$ cat src/rtl/tx_os_scheduler_if.sv
`default_nettype none
// +--------------------------------------------------------------------------+
// | tx_os_scheduler_if : LTSSM, TX FIFO, OS generator and TX mux signals     |
// | Revision: 1.0                                                            |
// +--------------------------------------------------------------------------+
interface tx_os_scheduler_if;
  logic       link_active;
  logic       ltssm_os_req;
  logic [1:0] ltssm_os_type;
  logic       ltssm_os_ack;
  logic       ltssm_os_done;
  logic       fifo_has_data;
  logic       pkt_boundary;
  logic       hold_fifo;
  logic       mux_sel;
  logic       os_start;
  logic [1:0] os_type;
  logic       os_busy;
  logic       os_finish;
  logic [2:0] skp_pending;
  logic       skp_overflow;

  // Scheduler view.
  modport master (
    input  link_active, ltssm_os_req, ltssm_os_type, fifo_has_data, pkt_boundary,
           os_busy, os_finish,
    output ltssm_os_ack, ltssm_os_done, hold_fifo, mux_sel, os_start, os_type,
           skp_pending, skp_overflow
  );

  // Surrounding blocks' view.
  modport slave (
    output link_active, ltssm_os_req, ltssm_os_type, fifo_has_data, pkt_boundary,
           os_busy, os_finish,
    input  ltssm_os_ack, ltssm_os_done, hold_fifo, mux_sel, os_start, os_type,
           skp_pending, skp_overflow
  );
endinterface
`default_nettype wire

$ cat src/rtl/tx_os_scheduler.sv
`default_nettype none
// +--------------------------------------------------------------------------+
// | tx_os_scheduler : shares the TX datapath between FIFO data and ordered   |
// | sets; arbitrates LTSSM OS requests against periodic SKP insertion.       |
// | Revision: 1.0                                                            |
// +--------------------------------------------------------------------------+
module tx_os_scheduler #(
  parameter int         SKP_INTERVAL = 1180,
  parameter int         CNT_W        = 12,
  parameter int         PENDING_MAX  = 4,
  parameter logic [1:0] SKP_TYPE     = 2'd3
) (
  input  logic               pclk,
  input  logic               reset_n,
  tx_os_scheduler_if.master  bus
);

  localparam logic [CNT_W-1:0] c_TIMER_LAST = CNT_W'(SKP_INTERVAL - 1);
  localparam logic [2:0]       c_PEND_MAX   = 3'(PENDING_MAX);

  typedef enum logic [2:0] {
    ST_IDLE  = 3'd0,
    ST_DATA  = 3'd1,
    ST_GRANT = 3'd2,
    ST_START = 3'd3,
    ST_WAIT  = 3'd4
  } state_t;

  state_t           r_state;
  state_t           w_state_nxt;
  logic [CNT_W-1:0] r_timer;
  logic [2:0]       r_skp_pending;
  logic [2:0]       w_pending_nxt;
  logic             r_skp_overflow;
  logic             w_overflow_nxt;
  logic             r_origin_ltssm;
  logic [1:0]       r_os_type;

  logic w_tick;
  logic w_skp_done;
  logic w_ltssm_req;
  logic w_skp_req;
  logic w_any_req;
  logic w_wait_req;
  logic w_data_ready;

  assign w_tick       = bus.link_active && (r_timer == c_TIMER_LAST);
  assign w_skp_done   = (r_state == ST_WAIT) && bus.os_finish && !r_origin_ltssm;
  assign w_ltssm_req  = bus.ltssm_os_req;
  assign w_skp_req    = bus.link_active && (r_skp_pending != 3'd0);
  assign w_any_req    = w_ltssm_req || w_skp_req;
  assign w_data_ready = bus.link_active && bus.fifo_has_data;
  // Leaving WAIT must see the pending count after this SKP is retired.
  assign w_wait_req   = w_ltssm_req || (bus.link_active && (w_pending_nxt != 3'd0));

  always_ff @(posedge pclk or negedge reset_n) begin
    if (!reset_n) begin
      r_timer <= '0;
    end else if (!bus.link_active || (r_timer == c_TIMER_LAST)) begin
      r_timer <= '0;
    end else begin
      r_timer <= r_timer + 1'b1;
    end
  end

  // A tick and an SKP completion in the same cycle cancel out.
  always_comb begin
    w_pending_nxt  = r_skp_pending;
    w_overflow_nxt = r_skp_overflow;
    if (!bus.link_active) begin
      w_pending_nxt  = 3'd0;
      w_overflow_nxt = 1'b0;
    end else if (w_tick && !w_skp_done) begin
      if (r_skp_pending == c_PEND_MAX) begin
        w_overflow_nxt = 1'b1;
      end else begin
        w_pending_nxt = r_skp_pending + 3'd1;
      end
    end else if (!w_tick && w_skp_done && (r_skp_pending != 3'd0)) begin
      w_pending_nxt = r_skp_pending - 3'd1;
    end
  end

  always_ff @(posedge pclk or negedge reset_n) begin
    if (!reset_n) begin
      r_skp_pending  <= 3'd0;
      r_skp_overflow <= 1'b0;
    end else begin
      r_skp_pending  <= w_pending_nxt;
      r_skp_overflow <= w_overflow_nxt;
    end
  end

  always_ff @(posedge pclk or negedge reset_n) begin
    if (!reset_n) begin
      r_state <= ST_IDLE;
    end else begin
      r_state <= w_state_nxt;
    end
  end

  always_comb begin
    w_state_nxt = r_state;
    case (r_state)
      ST_IDLE: begin
        if (w_any_req) begin
          w_state_nxt = ST_GRANT;
        end else if (w_data_ready) begin
          w_state_nxt = ST_DATA;
        end
      end
      ST_DATA: begin
        if (!bus.link_active) begin
          w_state_nxt = ST_IDLE;
        end else if (w_any_req && (bus.pkt_boundary || !bus.fifo_has_data)) begin
          w_state_nxt = ST_GRANT;
        end
      end
      // A request withdrawn before its ack leaves nothing to send.
      ST_GRANT: begin
        w_state_nxt = w_any_req ? ST_START : ST_IDLE;
      end
      ST_START: begin
        if (!bus.os_busy) begin
          w_state_nxt = ST_WAIT;
        end
      end
      ST_WAIT: begin
        if (bus.os_finish) begin
          if (w_wait_req) begin
            w_state_nxt = ST_GRANT;
          end else if (w_data_ready) begin
            w_state_nxt = ST_DATA;
          end else begin
            w_state_nxt = ST_IDLE;
          end
        end
      end
      default: w_state_nxt = ST_IDLE;
    endcase
  end

  always_ff @(posedge pclk or negedge reset_n) begin
    if (!reset_n) begin
      r_origin_ltssm <= 1'b0;
      r_os_type      <= 2'd0;
    end else if (r_state == ST_GRANT) begin
      if (w_ltssm_req) begin
        r_origin_ltssm <= 1'b1;
        r_os_type      <= bus.ltssm_os_type;
      end else if (w_skp_req) begin
        r_origin_ltssm <= 1'b0;
        r_os_type      <= SKP_TYPE;
      end
    end
  end

  assign bus.hold_fifo     = (r_state != ST_DATA);
  assign bus.mux_sel       = (r_state != ST_DATA);
  assign bus.os_start      = (r_state == ST_START) && !bus.os_busy;
  assign bus.os_type       = r_os_type;
  assign bus.ltssm_os_ack  = (r_state == ST_GRANT) && w_ltssm_req;
  assign bus.ltssm_os_done = (r_state == ST_WAIT) && bus.os_finish && r_origin_ltssm;
  assign bus.skp_pending   = r_skp_pending;
  assign bus.skp_overflow  = r_skp_overflow;

endmodule
`default_nettype wire

$ cat src/flat_wrapper.sv
// flat-port wrapper written by rule: the top's interface ports become plain ports
module tx_os_scheduler_flat 
#(
  parameter int         SKP_INTERVAL = 1180,
  parameter int         CNT_W        = 12,
  parameter int         PENDING_MAX  = 4,
  parameter logic [1:0] SKP_TYPE     = 2'd3
)
  (pclk, reset_n, bus_link_active, bus_ltssm_os_req, bus_ltssm_os_type, bus_fifo_has_data, bus_pkt_boundary, bus_os_busy, bus_os_finish, bus_ltssm_os_ack, bus_ltssm_os_done, bus_hold_fifo, bus_mux_sel, bus_os_start, bus_os_type, bus_skp_pending, bus_skp_overflow);
  tx_os_scheduler_if bus_i ();
  input  logic pclk;
  input  logic reset_n;
  input wire logic [$bits(bus_i.link_active)-1:0] bus_link_active;
  input wire logic [$bits(bus_i.ltssm_os_req)-1:0] bus_ltssm_os_req;
  input wire logic [$bits(bus_i.ltssm_os_type)-1:0] bus_ltssm_os_type;
  input wire logic [$bits(bus_i.fifo_has_data)-1:0] bus_fifo_has_data;
  input wire logic [$bits(bus_i.pkt_boundary)-1:0] bus_pkt_boundary;
  input wire logic [$bits(bus_i.os_busy)-1:0] bus_os_busy;
  input wire logic [$bits(bus_i.os_finish)-1:0] bus_os_finish;
  output wire logic [$bits(bus_i.ltssm_os_ack)-1:0] bus_ltssm_os_ack;
  output wire logic [$bits(bus_i.ltssm_os_done)-1:0] bus_ltssm_os_done;
  output wire logic [$bits(bus_i.hold_fifo)-1:0] bus_hold_fifo;
  output wire logic [$bits(bus_i.mux_sel)-1:0] bus_mux_sel;
  output wire logic [$bits(bus_i.os_start)-1:0] bus_os_start;
  output wire logic [$bits(bus_i.os_type)-1:0] bus_os_type;
  output wire logic [$bits(bus_i.skp_pending)-1:0] bus_skp_pending;
  output wire logic [$bits(bus_i.skp_overflow)-1:0] bus_skp_overflow;
  assign bus_i.link_active = bus_link_active;
  assign bus_i.ltssm_os_req = bus_ltssm_os_req;
  assign bus_i.ltssm_os_type = bus_ltssm_os_type;
  assign bus_i.fifo_has_data = bus_fifo_has_data;
  assign bus_i.pkt_boundary = bus_pkt_boundary;
  assign bus_i.os_busy = bus_os_busy;
  assign bus_i.os_finish = bus_os_finish;
  assign bus_ltssm_os_ack = bus_i.ltssm_os_ack;
  assign bus_ltssm_os_done = bus_i.ltssm_os_done;
  assign bus_hold_fifo = bus_i.hold_fifo;
  assign bus_mux_sel = bus_i.mux_sel;
  assign bus_os_start = bus_i.os_start;
  assign bus_os_type = bus_i.os_type;
  assign bus_skp_pending = bus_i.skp_pending;
  assign bus_skp_overflow = bus_i.skp_overflow;
  tx_os_scheduler #(.SKP_INTERVAL(SKP_INTERVAL), .CNT_W(CNT_W), .PENDING_MAX(PENDING_MAX), .SKP_TYPE(SKP_TYPE)) u_core (.pclk(pclk), .reset_n(reset_n), .bus(bus_i));
endmodule
$ cat config.mk
export PLATFORM = sky130hd
export DESIGN_NAME = tx_os_scheduler_flat
export DESIGN_NICKNAME = d
export VERILOG_FILES = /design/src/rtl/tx_os_scheduler_if.sv /design/src/rtl/tx_os_scheduler.sv /design/src/flat_wrapper.sv
export SDC_FILE = /design/constraint.sdc
export NUM_CORES = 1
export LEC_CHECK = 0
export ABC_CLOCK_PERIOD_IN_PS = 1900
export CORE_AREA = 3 3 43 84
export CTS_CLUSTER_SIZE = 40
export DETAILED_ROUTE_END_ITERATION = 10
export DIE_AREA = 0 0 46 87
export PLACE_DENSITY = 0.69
export SYNTH_ARGS = -nofsm -noshare
export SYNTH_HDL_FRONTEND = slang
export SYNTH_SLANG_ARGS = --single-unit
$ cat constraint.sdc
create_clock -name pclk -period 1.9 [get_ports pclk]
set_input_delay 0.475 -clock pclk [delete_from_list [all_inputs] [get_ports pclk]]
set_output_delay 0.475 -clock pclk [all_outputs]
set_load 0.02 [all_outputs]
==> results.json <==
{
  "fmax_mhz": 481,
  "viasPerCell": 5.65,
  "slowest_delay_ps": 450,
  "finalHoldViolCount": 0,
  "gp_congestion": 0.913,
  "setup_viol": 3,
  "highest_layer": "met4",
  "fin_crit_sh_pct": 109,
  "synth_compound_gate_area_share_pct": 13.8,
  "slew_viol_final": 0,
  "drv_cap": 0,
  "yosys.area_share.simple_pct": 30.4,
  "worst_slack_ps": -178,
  "ys_types": 42,
  "track_usage_pct": 23.3,
  "synthArstFlopShare_pct": 100,
  "yosysTopAreaCellShare_pct": 38.6,
  "avgSynthCellArea_um2": 9.70,
  "grt_setup_unrepaired": "true",
  "synth_edf_count": 0,
  "route.detailed.drc": 0,
  "slew_headroom_pct": 64.3,
  "ctsHtreeMaxLevel": 1,
  "first_pass_iters": 4,
  "synth_most_common_cell": "dfrtp_1",
  "wl_per_cell_um": 17.2,
  "grt_max_degree": 23,
  "syn-num-nets": 161,
  "synthAdderAreaFrac_pct": 3.51,
  "fin_nets": 235,
  "ys_ff_latch": 22,
  "ios": 21,
  "skew_ps": 8.74,
  "utilization_pct": 74.5,
  "synthCells": 147,
  "postCtsHoldBufs": 0,
  "antenna_found_initial": 0,
  "cp.required_ps": 2110,
  "crit_top_cell": "buf_6",
  "ys.flop_type": "dfrtp_1",
  "status": "finished, violations left",
  "stdcell_count": 250,
  "die_w_um": 46,
  "tritoncts": "done",
  "path_class": "reg -> reg",
  "post-dp-hpwl_um": 3140,
  "io_buffers": 20,
  "seq_area_frac_synth_pct": 38.6,
  "synthXorXnorAreaFrac_pct": 6.75,
  "syn_area_mm2": 0.00143,
  "muxShareOfSynthArea_pct": 0,
  "synthTopCellsByArea": "dfrtp_1 39%, nor2_1 5.3%, xor2_1 3.7%",
  "drive_gt1_share_pct": 40.9,
  "layout_min_cycle_time_ps": 2080,
  "place_inst": 236,
  "cts.path.max_buffers": 2,
  "crit_slowest_cell": "dfrtp_2",
  "final_antenna_net_count": 0,
  "tightest_slew_ps": 530,
  "grt_first_pass_wirelength_um": 6770,
  "core-area_mm2": 0.00301,
  "violations": "negative setup slack",
  "arrival_ps": 2290,
  "start_util_pct": 47.3,
  "diodes": 0,
  "cp_cell_sequence": "buf_4 -> nand4bb_4 -> buf_6 -> nor2_4 -> buf_6 -> a311oi_4 -> nor4_4 -> a2111oi_4 -> a41o_1",
  "cp_num_buf_inv": 3,
  "clock-root-buffer": "clkbuf_8",
  "clk_pin_slew_ps": 90,
  "insertion_delay_ps": 270,
  "drt-met1-wl_um": 1480,
  "num_rows": 28,
  "yosysWarningCount": 0,
  "max-vdd-ir-drop_uv": 570,
  "critPathTopFamily": "compound AO/OA/AOI/OAI gates",
  "start_kind": "flip-flop",
  "hold_path.class": "reg -> reg",
  "powerDensity_mw_per_mm2": 771,
  "vias": 1413,
  "synth_top_family_by_area": "simple AND/OR/NAND/NOR gates",
  "power.leakage_nw": 1.07,
  "fillCellCount": 210,
  "syn_to_final_growth_pct": 57.4,
  "cp-end-kind": "flip-flop",
  "drt_iter0_drc": 24,
  "synth_top_area_cell": "dfrtp_1",
  "synthTopCellsByCount": "22 x dfrtp_1, 20 x nor2_1, 13 x nand2_1",
  "overflow": 0,
  "route.met2.wl_um": 2390,
  "dieArea_mm2": 0.00400,
  "dieHeight_um": 87,
  "cp_max_fo": 6,
  "wirelength_um": 4310,
  "numCtsBuffers": 3,
  "cts.sinks": 22,
  "routed-wl-met3_um": 152,
  "holdWs_ps": 508,
  "grt_pass1_vias": 1477
}
-- cell type report --
cell class,instances,area (um^2),share of cell area [%]
Multi-Input combinational cell,110,917,40.9
Timing Repair Buffer,76,632,28.1
Sequential cell,22,557,24.8
Clock buffer,3,41.3,1.84
Tap cell,30,37.5,1.67
Clock inverter,1,30.0,1.34
Inverter,8,30.0,1.34
-- state kept, by name (all words and copies together) (netlist names) --
register and flops:
u_core.r_timer 12, u_core.bus.skp_pending 3, u_core.r_state 3, u_core.bus.os_type 2, u_core.bus.skp_overflow 1, u_core.r_origin_ltssm 1
-- cells by family after synthesis --
kind of cell | after synthesis
fa+ha+maj | 4
xor+xnor | 11
flops | 22
simple gates | 69
buf+inv | 15
compound gates | 26
-- power breakdown --
group	leakage, nW	switching (mW)	internal (mW)
registers	0.285	0.0962	0.537
logic	0.749	0.287	0.358
clock network	0.0357	0.169	0.282
-- layer usage --
metal	vias up	global-route usage, %
met4	0	18.1
li1	673	-
met1	674	22.9
met5	-	0
met2	43	40.8
met3	23	2.48
-- path summary, 6_finish.rpt --
kind	from	end	slack (ps)	cells past startpoint
min	u_core.bus.os_type[0]	u_core.bus.os_type[0]	510	1
max	u_core.r_state[2]	u_core.r_state[0]	-180	9
min in group asynchronous	reset_n	u_core.r_state[1]	550	2
max in group asynchronous	reset_n	u_core.r_state[0]	1090	2
max reg2reg	u_core.r_state[2]	u_core.r_state[0]	-180	9
min reg2reg	u_core.bus.os_type[0]	u_core.bus.os_type[0]	510	1
-- cells in the final DEF, fill, tap and decap left out, types with 5 or more instances in the layout --
master / instances
nand3_1: 5
clkdlybuf4s50_1: 9
xor2_1: 6
o21ai_0: 5
nand2_1: 12
nor2_1: 20
dfrtp_1: 17
inv_1: 6
and3_1: 5
dfrtp_2: 5
buf_4: 56
xnor2_1: 5
-- timing repair --
item	in CTS	in global routing
gates resized for setup	27	25
pin swaps	8	7
cloned	0	0
setup buffers	2	8
setup endpoints to repair	8	10
-- per-stage QoR --
| stage | total power, mW | TNS, ps | instance area [um^2] | setup WS [ps] |
|---|---|---|---|---|
| 2_1_floorplan | 0.965 | -34.8 | 1440 | -31.5 |
| 3_3_place_gp | 1.18 | -2830 | 1960 | -484 |
| 3_5_place_dp | 1.20 | -3420 | 1960 | -591 |
| 4_1_cts | 1.65 | -289 | 2100 | -156 |
| 5_1_grt | 1.81 | -757 | 2240 | -280 |
| 6_report | 1.73 | -332 | 2240 | -178 |
Power figures use the tool's default switching activity.
